### src/rtl/stage_seq_pkg.sv
// stage_sequencer shared types.
// FSM states and fault codes.
package stage_seq_pkg;

  typedef enum logic [2:0] {
    IDLE,
    RUN,
    WAIT_MFC,
    HOLD,
    FAULT
  } seq_state_e;

  localparam logic [1:0] FC_NONE    = 2'b00;
  localparam logic [1:0] FC_TIMEOUT = 2'b01;
  localparam logic [1:0] FC_MEMERR  = 2'b10;
  localparam logic [1:0] FC_BOTH    = 2'b11;

endpackage

### src/rtl/stage_sequencer_step_edge_detect.sv
// Registered rising-edge detector
// for the debug Step button.
module step_edge_detect (
  input  logic clk,
  input  logic rst_n,
  input  logic step,
  output logic rise
);

  logic step_q;

  // previous Step level
  always_ff @(posedge clk) begin
    if (!rst_n) step_q <= 1'b0;
    else        step_q <= step;
  end

  assign rise = step & ~step_q;

endmodule

### src/rtl/stage_sequencer.sv
// Multi-cycle stage sequencer.
// Optional: STAGE_SEQ_PERF_COUNTERS_EN.
module stage_sequencer #(
  parameter int NUM_STAGES  = 5,
  parameter int STAGE_W     = 4,
  parameter int FETCH_STAGE = 1,
  parameter int MEM_STAGE   = 4,
  parameter int TIMEOUT_W   = 8,
  parameter int MFC_TIMEOUT = 200
) (
  input  logic               Clock,
  input  logic               Reset_n,
  input  logic               Run,
  input  logic               Step_Mode,
  input  logic               Step,
  input  logic               Mem_Needed,
  input  logic               MEM_MFC,
  input  logic               MEM_ERROR,
  input  logic               Clear_Fault,
  output logic [STAGE_W-1:0] Stage,
  output logic               Stage_Start,
  output logic               Stall,
  output logic               Instr_Done,
`ifdef STAGE_SEQ_PERF_COUNTERS_EN
  output logic [31:0]        Instr_Count,
  output logic [31:0]        Stall_Count,
`endif
  output logic               Fault,
  output logic [1:0]         Fault_Code
);

  import stage_seq_pkg::*;

  localparam logic [STAGE_W-1:0] LAST =
    STAGE_W'(NUM_STAGES);
  localparam logic [STAGE_W-1:0] FIRST =
    STAGE_W'(1);
  localparam logic [STAGE_W-1:0] FETCH =
    STAGE_W'(FETCH_STAGE);
  localparam logic [STAGE_W-1:0] MEM =
    STAGE_W'(MEM_STAGE);
  localparam logic [TIMEOUT_W-1:0] TMO_LAST =
    TIMEOUT_W'(MFC_TIMEOUT - 1);

  seq_state_e           state_q, state_d;
  logic [STAGE_W-1:0]   stage_q, stage_d;
  logic [STAGE_W-1:0]   nxt;
  logic [TIMEOUT_W-1:0] tmo_q, tmo_d;
  logic [1:0]           fc_q, fc_d;
  logic                 start_q, start_d;
  logic                 adv;
  logic                 done;
  logic                 tmo_hit;
  logic                 step_rise;

  step_edge_detect u_step (
    .clk   (Clock),
    .rst_n (Reset_n),
    .step  (Step),
    .rise  (step_rise)
  );

  // Mem_Needed is taken on the edge
  // that opens the stage.
  function automatic logic waits(
    input logic [STAGE_W-1:0] s,
    input logic               mem
  );
    return (s == FETCH) ||
           ((s == MEM) && mem);
  endfunction

  assign nxt = (stage_q == LAST) ?
    FIRST : stage_q + 1'b1;
  assign tmo_hit = (tmo_q == TMO_LAST);

  // next-state and stage decode
  always_comb begin
    state_d = state_q;
    stage_d = stage_q;
    start_d = 1'b0;
    tmo_d   = '0;
    fc_d    = fc_q;
    adv     = 1'b0;
    done    = 1'b0;
    case (state_q)
      IDLE: begin
        if (Run) begin
          stage_d = FIRST;
          start_d = 1'b1;
          state_d = waits(FIRST, Mem_Needed) ?
            WAIT_MFC : RUN;
        end
      end
      RUN: begin
        if (Step_Mode) state_d = HOLD;
        else           adv = 1'b1;
      end
      WAIT_MFC: begin
        if (MEM_ERROR) begin
          state_d = FAULT;
          stage_d = '0;
          fc_d = (tmo_hit && !MEM_MFC) ?
            FC_BOTH : FC_MEMERR;
        end else if (MEM_MFC) begin
          if (Step_Mode) state_d = HOLD;
          else           adv = 1'b1;
        end else if (tmo_hit) begin
          state_d = FAULT;
          stage_d = '0;
          fc_d    = FC_TIMEOUT;
        end else begin
          tmo_d = tmo_q + 1'b1;
        end
      end
      HOLD: begin
        if (!Step_Mode)     state_d = RUN;
        else if (step_rise) adv = 1'b1;
      end
      FAULT: begin
        if (Clear_Fault) begin
          state_d = IDLE;
          fc_d    = FC_NONE;
        end
      end
      default: begin
        state_d = IDLE;
        stage_d = '0;
      end
    endcase
    if (adv) begin
      done = (stage_q == LAST);
      if (done && !Run) begin
        state_d = IDLE;
        stage_d = '0;
      end else begin
        stage_d = nxt;
        start_d = 1'b1;
        state_d = waits(nxt, Mem_Needed) ?
          WAIT_MFC : RUN;
      end
    end
  end

  // state registers
  always_ff @(posedge Clock) begin
    if (!Reset_n) begin
      state_q <= IDLE;
      stage_q <= '0;
      tmo_q   <= '0;
      fc_q    <= FC_NONE;
      start_q <= 1'b0;
    end else begin
      state_q <= state_d;
      stage_q <= stage_d;
      tmo_q   <= tmo_d;
      fc_q    <= fc_d;
      start_q <= start_d;
    end
  end

  assign Stage       = stage_q;
  assign Stage_Start = start_q;
  assign Stall       = (state_q == WAIT_MFC);
  assign Instr_Done  = done;
  assign Fault       = (state_q == FAULT);
  assign Fault_Code  = fc_q;

`ifdef STAGE_SEQ_PERF_COUNTERS_EN
  logic [31:0] icnt_q, scnt_q;

  // instruction and stall counters
  always_ff @(posedge Clock) begin
    if (!Reset_n) begin
      icnt_q <= '0;
      scnt_q <= '0;
    end else begin
      icnt_q <= icnt_q + {31'd0, done};
      scnt_q <= scnt_q + {31'd0, Stall};
    end
  end

  assign Instr_Count = icnt_q;
  assign Stall_Count = scnt_q;
`endif

endmodule

### config.mk
export PLATFORM = sky130hd
export DESIGN_NAME = stage_sequencer
export DESIGN_NICKNAME = d
export VERILOG_FILES = /design/src/rtl/stage_seq_pkg.sv /design/src/rtl/stage_sequencer_step_edge_detect.sv /design/src/rtl/stage_sequencer.sv
export SDC_FILE = /design/constraint.sdc
export NUM_CORES = 1
export LEC_CHECK = 0
export ABC_AREA = 1
export BUFFER_PORTS_ARGS = -buffer_cell sky130_fd_sc_hd__buf_2
export CAP_MARGIN = 0
export CORE_AREA = 8 8 55 57
export DETAILED_ROUTE_END_ITERATION = 8
export DIE_AREA = 0 0 63 65
export GPL_TIMING_DRIVEN = 0
export PLACE_DENSITY = 0.75
export RECOVER_POWER = 50
export SLEW_MARGIN = 10
export SYNTH_ARGS = -nofsm -noshare
export SYNTH_HDL_FRONTEND = slang
export SYNTH_SLANG_ARGS = --single-unit
### constraint.sdc
create_clock -name Clock -period 1.75 [get_ports Clock]
set_input_delay 0 -clock Clock [delete_from_list [all_inputs] [get_ports Clock]]
set_output_delay 0 -clock Clock [all_outputs]
set_load 0.05 [all_outputs]
; Word level (Yosys, flattened, before mapping)
; Cells that the tools add are included.
[classes]
bitwise = 4
n_reduce_logical = 13
muxes = 36
addsub = 2
n_eq_ne = 18
[ops]
columns = operator, count
row1 = 4-bit 2-to-1 mux, 7
row2 = 3-bit 2-to-1 mux, 8
row3 = 3-bit one-hot mux with 5 select lines, 1
row4 = 2-bit 2-to-1 mux, 6
row5 = 4-bit one-hot mux with 3 select lines, 1
row6 = 4-bit AND reduction, 3
row7 = 1-bit 2-to-1 mux, 11
row8 = "3-bit != test, second input constant", 3
row9 = "8-bit by 1-bit adder with 8-bit output, second input constant", 1
row10 = "4-bit by 3-bit equality test with 1-bit output, second input constant", 2
row11 = "8-bit equality test, second input constant", 1
row12 = "3-bit by 2-bit equality test with 1-bit output, second input constant", 2
row13 = "3-bit by 2-bit != test with 1-bit output, second input constant", 2
row14 = "5-bit by 3-bit != test with 1-bit output, second input constant", 1
row15 = 5-bit OR reduction, 1
row16 = "4-bit by 1-bit adder with 4-bit output, second input constant", 1
row17 = "4-bit by 1-bit equality test with 1-bit output, second input constant", 1
row18 = "4-bit by 2-bit != test with 1-bit output, second input constant", 1
row19 = "4-bit by 3-bit != test with 1-bit output, second input constant", 1
row20 = 2-bit one-hot mux with 2 select lines, 1
row21 = "3-bit by 1-bit equality test with 1-bit output, second input constant", 1
row22 = "3-bit equality test, second input constant", 1
row23 = 1-bit logical AND, 3
row24 = 3-bit logical NOT, 1
row25 = 9 further kinds, 12
[word_totals]
elab_cells = 79
out_inout_bits = 10
regBits = 19

; Longest topological paths before layout
; Gate-level depths: netlist of the first run.
[logic_depth]
word_depth = 8
mapped_depth = 11
depth_no_buf = 11

; Cells and area by module
; Synthesis of the first run repeated with hierarchy kept, for this count alone.
[unflattened]
hier_cells = 165
area_unflattened_um2 = 1094.8
[by_module_without_submodules]
columns = mod, seq_area_each_um2, area_each_um2, cells_each, instances
row1 = stage_sequencer, 360.3, 1057.3, 160, 1
row2 = step_edge_detect, 20.0, 37.5, 5, 1

; Worst setup path before layout of the first run
; Ideal clock, no wire load.
[synth_path]
path_type = register to register
start = register state_q[1]
end = register stage_q[0], in the netlist Stage[0]
path_slack_ns = 0.121
setup_ns = 0.113
arrival_ns = 1.516
stages_incl_launch_ff = 10
n_path_buf = 0
synth_period_minus_slack_ns = 1.629
path_cell_list = dfxtp_1 > nand2_1 > nor2_2 > nand2_2 > nand2_2 > nor2_2 > nand2_2 > nand2_4 > nor2_1 > nor2_1
[synth_via]
elab_chain_cells = 4
[synth_lines]
columns = item, line_no
row1 = from (decl), stage_sequencer.sv:45  ; seq_state_e state_q, state_d;
row2 = from (signal assigned), stage_sequencer.sv:154  ; state_q <= state_d;
row3 = 3-bit by 2-bit equality test with 1-bit output (*), n/a
row4 = net Stall, stage_sequencer.sv:22  ; output logic Stall,
row5 = 1-bit one-hot mux with 3 select lines, stage_sequencer.sv:86  ; case (state_q)
row6 = 4-bit by 2-bit != test with 1-bit output (no source line) (tied with other cells), n/a
row7 = 4-bit AND reduction (no source line), n/a
row8 = to (signal assigned), stage_sequencer.sv:155  ; stage_q <= stage_d;
row9 = to (decl), stage_sequencer.sv:46  ; logic [STAGE_W-1:0] stage_q, stage_d;
; Mark *: on every way through the listed nets, which the timed path passes. The rest lies on a longest branch.
; A chain may end at the register's enable or synchronous reset.

; Worst setup path after layout of the first run
[layout_path]
start = register state_q[0]
end = output port Instr_Done
[layout_via]
elab_chain_cells = 3
[layout_lines]
columns = item, line_no
row1 = 3-bit by 2-bit equality test with 1-bit output or 3-bit by 1-bit equality test with 1-bit output (tied branches), stage_sequencer.sv:86
row2 = 1-bit one-hot mux with 3 select lines (*), stage_sequencer.sv:86
row3 = 1-bit 2-to-1 mux (*), stage_sequencer.sv:131  ; if (adv) begin
row4 = to (decl), stage_sequencer.sv:23  ; output logic Instr_Done,
; Every way passes the cells marked *; elsewhere a longest branch is shown, timed or not.

==> impl_metrics.ini, run 1 <==
[layout]
final_net_count = 211
final_util_pct = 61.0
fin_cells = 228
n_antenna_cell = 0
final_common_cell = nand2_1
drive_gt1_share_pct = 18.0
area_growth_pct = 16.6
stdcell_area_um2 = 1310
final_cell_mix = nand2_1 (43), inv_1 (24), nor2_1 (24)

[routing]
drcViolationCount = 0
drtAntennaViolNets = 0
routed_via_density = 4.87
dr.pass1.iters = 4
routed_wl_mm = 2.50
num_vias = 1111
wire_per_inst_um = 10.9
drt_iter0_drc = 36

[timing]
worstMarginPinSlew_ns = 0.601
grt_setup_unrepaired = no
finClkSkew_ns = 0.00766
fin_setup_tns_ns = 0
fin_crit_sh_pct = 92.5
max_freq_ghz = 0.618
finalSetupViolations = 0
slew_viol_final = 0
whs_ns = 0.0844
min_period_ns = 1.62
max_slew_margin_pct = 60.1
hold_violations = 0

[worst_setup_path]
cp_data_arrival_time_ns = 1.62
crit_path_end_kind = output port
critPathKind = reg2out
cp.required_ns = 1.75
crit_path_start_kind = register
path_max_fanout = 8

[place]
dpl.hpwl_mm = 1.97
place.gp.congestion = 0.859
placed_cells = 219
port_buffers = 18
dpl-instance-area_um2 = 1250

[grt]
grt.overflow.total = 0
grt_max_degree = 12
grt_pass1_wl_mm = 4.22
antenna_found_initial = 0
grt.total_usage_pct = 12.4
grt_pass1_vias = 1075

[die]
core_area_um2 = 2150
die_h_um = 65
die_w_um = 63
rows = 17
io-pin-count = 19
dieArea_um2 = 4100
initial_core_util_pct = 52.3

[clocking]
cts.sinks = 19
htreeDepth = 1
clk_latency_ns = 0.30
numCtsBuffers = 3
cts_root_buf = clkbuf_4
tritoncts = built
cts_max_path_buffers = 2
post-cts-setup-buffer-count = 0
path_clk_slew_ns = 0.11

[pwr]
power_leakage_uw = 0.000625
vdd_ir_drop_max_uv = 742
powerDensity_nw_per_um2 = 1190

[outcome]
outcome = finished, final reports clean

[yosys]
synth.cell_area_um2 = 1120
syn_nets = 183
synth_seq_cells = 19
ys_seq_area_share_pct = 33.9
synth_cell_types = 27
ys_warn_count = 0
synthCells = 173
syn_avg_cell_area_um2 = 6.49

[hold_path]
hp-class = in2reg

[run]
maxCapViolCount = 0
## logic make-up after synthesis
kind of cell | share of synthesized area (%)
and+or+nand+nor | 43.0
DFF | 33.9
AOI/OAI and AO/OA | 10.8
adders and majority gates | 1.11
buffers and inverters | 9.69
xor gates and xnor gates | 1.56
## critical path, cell delays in order (launching register included)
cell	delay (ns)
dfxtp_1	0.45
nand2_1	0.09
nor2_1	0.17
nand2_2	0.11
nand3_4	0.14
nand2_1	0.07
inv_1	0.05
buf_2	0.25
## area by class of cell
| cell class | instances | area, um2 |
|---|---|---|
| clock buffer | 3 | 22.5 |
| tap | 28 | 35.0 |
| timing repair buffer | 23 | 129 |
| fill | 227 | 838 |
| multi-input combinational | 125 | 628 |
| sequential | 19 | 382 |
| clock inverter | 1 | 5.00 |
| inverter | 29 | 109 |
## power by group
part	total, uW	switching [uW]	internal, uW
clock network	223	138	85.1
logic	773	551	223
registers	556	64.3	492
total	1550	753	800
## through the flow
stage | power, uW | setup WS, ns
4_1_cts | 1580 | 0.0649
6_report | 1550 | 0.131
3_5_place_dp | 1340 | 0.300
5_1_grt | 1670 | 0.00902
2_1_floorplan | 1180 | 0.121
3_3_place_gp | 1320 | 0.347
## final timing paths
kind | startpoint | end | slack [ns] | cells after the start
setup / recovery | state_q[0]$_SDFFE_PN0P_ | Instr_Done | 0.13 | 7
hold / removal | MEM_MFC | state_q[2]$_SDFFE_PN0P_ | 0.08 | 4
setup reg to reg | tmo_q[0]$_SDFF_PP0_ | tmo_q[5]$_SDFF_PP0_ | 0.26 | 6
hold reg to reg | tmo_q[0]$_SDFF_PP0_ | tmo_q[0]$_SDFF_PP0_ | 0.46 | 1
## what timing repair did
| item | in CTS | in global routing |
|---|---|---|
| resized for setup | 0 | 1 |
| endpoints found under the setup margin | 0 | 1 |
| hold buffers | 5 | 0 |
| endpoints found under the hold margin | 6 | 0 |
## layer usage
| layer | vias up | track usage (%) | routed length [um] |
|---|---|---|---|
| li1 | 598 | - | - |
| met1 | 481 | 12.3 | 1130 |
| met2 | 26 | 22.7 | 1190 |
| met3 | 6 | 3.95 | 122 |
| met4 | 0 | 6.84 | 49 |
| met5 | - | 0 | 0 |
## registers in the layout (all words and copies together) (netlist names)
signal	flops
u_step.step_q	1
state_q	3
tmo_q	8
Fault_Code	2
Stage	4
Stage_Start	1
## synthesized netlist by cell type, drive strengths merged
master | instances | area share [%]
ha | 1 | 1.1
nand4 | 3 | 2.2
nor3 | 1 | 0.45
nand2 | 51 | 20
nand3b | 1 | 0.67
a31oi | 1 | 0.56
inv | 28 | 9.4
nor2 | 29 | 11
o21ai | 6 | 3.0
a21oi | 11 | 5.2
dfxtp | 19 | 34
xor2 | 2 | 1.6
o21a | 1 | 0.67
o211ai | 1 | 0.67
clkinv | 1 | 0.33
nand3 | 16 | 9.1
a211oi | 1 | 0.67
(Power assumes the default switching activity.)
==> run 2, diff against run 1 <==
--- a/config.mk
+++ b/config.mk
@@ -13,7 +13,7 @@
 export DIE_AREA = 0 0 63 65
 export GPL_TIMING_DRIVEN = 0
 export PLACE_DENSITY = 0.75
-export RECOVER_POWER = 50
+export RECOVER_POWER = 100
 export SLEW_MARGIN = 10
 export SYNTH_ARGS = -nofsm -noshare
 export SYNTH_HDL_FRONTEND = slang
==> run 2 against run 1 <==
- design area decreased by 0.19%
- clock skew unchanged
- maximum frequency about the same
- clock power about the same
- worst setup slack about the same
- register-to-register slack got worse by 0.02 ns
- global-route usage unchanged
- via count unchanged
- worst hold slack unchanged
- largest cell class unchanged
==> impl_metrics.ini, run 2 (synthesis results as in run 1) <==
[worst_setup_path]
r2r_start = tmo_q[0]$_SDFF_PP0_
path_max_fanout = 8
crit_path_end_kind = output port
cp.required_ns = 1.75
cp-endpoint = Instr_Done
critPathKind = reg2out
r2r-end = Stage[0]$_SDFFE_PN0P_
ff2ff_path_depth = 11
cp-startpoint = state_q[0]$_SDFFE_PN0P_
rrSetupSlack_ns = 0.24
cp_data_arrival_time_ns = 1.62
crit_path_start_kind = register

[pwr]
power_leakage_uw = 0.000624
powerDensity_nw_per_um2 = 1180
vdd_ir_drop_max_uv = 742
power.total_uw = 1550

[outcome]
outcome = finished, final reports clean

[die]
rows = 17
dieArea_um2 = 4100
die_h_um = 65
core_area_um2 = 2150
die_w_um = 63
io-pin-count = 19
initial_core_util_pct = 52.3

[grt]
grt.overflow.total = 0
grt_max_degree = 12
grtUsageMet1_pct = 12.3
grt_pass1_vias = 1075
grtUsageMet2_pct = 22.7
top_usage_layer = met2
grt_pass1_wl_mm = 4.22
antenna_found_initial = 0
grt.total_usage_pct = 12.4
grt_use_met3_pct = 3.95

[routing]
dr.pass1.iters = 4
routed_via_density = 4.87
wire_per_inst_um = 10.9
drt_iter0_drc = 36
num_vias = 1111
routed_wl_mm = 2.50
drtAntennaViolNets = 0
drcViolationCount = 0

[hold_path]
hp-class = in2reg

[timing]
fin_crit_sh_pct = 92.5
finClkSkew_ns = 0.00766
hold_violations = 0
fin_setup_tns_ns = 0
slew_viol_final = 0
worstMarginPinSlew_ns = 0.601
max_freq_ghz = 0.618
finalSetupViolations = 0
max_slew_margin_pct = 60.1
min_period_ns = 1.62
grt_setup_unrepaired = no

[layout]
largest_register_ffs = 8
area_growth_pct = 16.4
final_common_cell = nand2_1
final_util_pct = 60.9
n_antenna_cell = 0
drive_gt1_share_pct = 17.5
final_net_count = 211
nFillCells = 228
multi_input_area_um2 = 626
register_area_um2 = 382
final_cell_mix = nand2_1 (44), inv_1 (24), nor2_1 (24)
max_flop_register = tmo_q

[clocking]
post-cts-setup-buffer-count = 0
cts_root_buf = clkbuf_4
numCtsBuffers = 3
htreeDepth = 1
tritoncts = built
cts.sinks = 19
path_clk_slew_ns = 0.11
cts_max_path_buffers = 2
clk_latency_ns = 0.30

[place]
place.gp.congestion = 0.859
port_buffers = 18
dpl.hpwl_mm = 1.97

[run]
maxCapViolCount = 0
run 2: per-stage QoR:
stage	hold slack, ns	instances	cell area [um2]	worst slack (ns)
2_1_floorplan	0.0935	173	1120	0.121
3_3_place_gp	0.195	219	1250	0.347
3_5_place_dp	0.208	219	1250	0.300
4_1_cts	0.0762	228	1330	0.0649
5_1_grt	0.101	228	1310	0.00902
6_report	0.0844	228	1310	0.131
run 2: what timing repair did:
action                                 4_1_cts  5_1_grt
endpoints found under the hold margin        6        0
hold buffers                                 5        0
resized for setup                            0        1
setup endpoints to repair                    0        1
run 2: power by group:
group	internal (uW)	switching, uW	leakage (uW)
sequential	492	64.3	0.000155
clock	85.1	138	0.0000177
combinational	219	548	0.000452
run 2: layout make-up:
cell class              instances  share of cell area, %
multi-input cells             125                   47.8
inverters                      29                   8.33
well taps                      28                   2.68
repair buffers                 23                   9.86
clock buffers                   3                   1.72
clock inverters                 1                  0.383
flip-flops and latches         19                   29.2
run 2: worst min path at each step:
| stage | slack [ns] | endpoint | cells after the start | start |
|---|---|---|---|---|
| after floorplan | 0.09 | u_step.step_q$_SDFF_PN0_ | 2 | Step |
| after global placement | 0.20 | u_step.step_q$_SDFF_PN0_ | 3 | Step |
| after detailed placement | 0.21 | u_step.step_q$_SDFF_PN0_ | 3 | Step |
| after CTS | 0.08 | state_q[2]$_SDFFE_PN0P_ | 4 | MEM_MFC |
| after global routing | 0.10 | state_q[2]$_SDFFE_PN0P_ | 4 | MEM_MFC |
| final | 0.08 | state_q[2]$_SDFFE_PN0P_ | 4 | MEM_MFC |
run 2: worst max-delay path, cell delays in order (launching register included):
cell     delay, ns
dfxtp_1       0.45
nand2_1       0.09
nor2_1        0.17
nand2_2       0.11
nand3_4       0.14
nand2_1       0.07
inv_1         0.05
buf_2         0.25
run 2: metal layers:
metal  vias up  routed length, um
met2        26               1190
met4         0                 49
met3         6                124
met5         -                  0
met1       481               1130
li1        598                  -
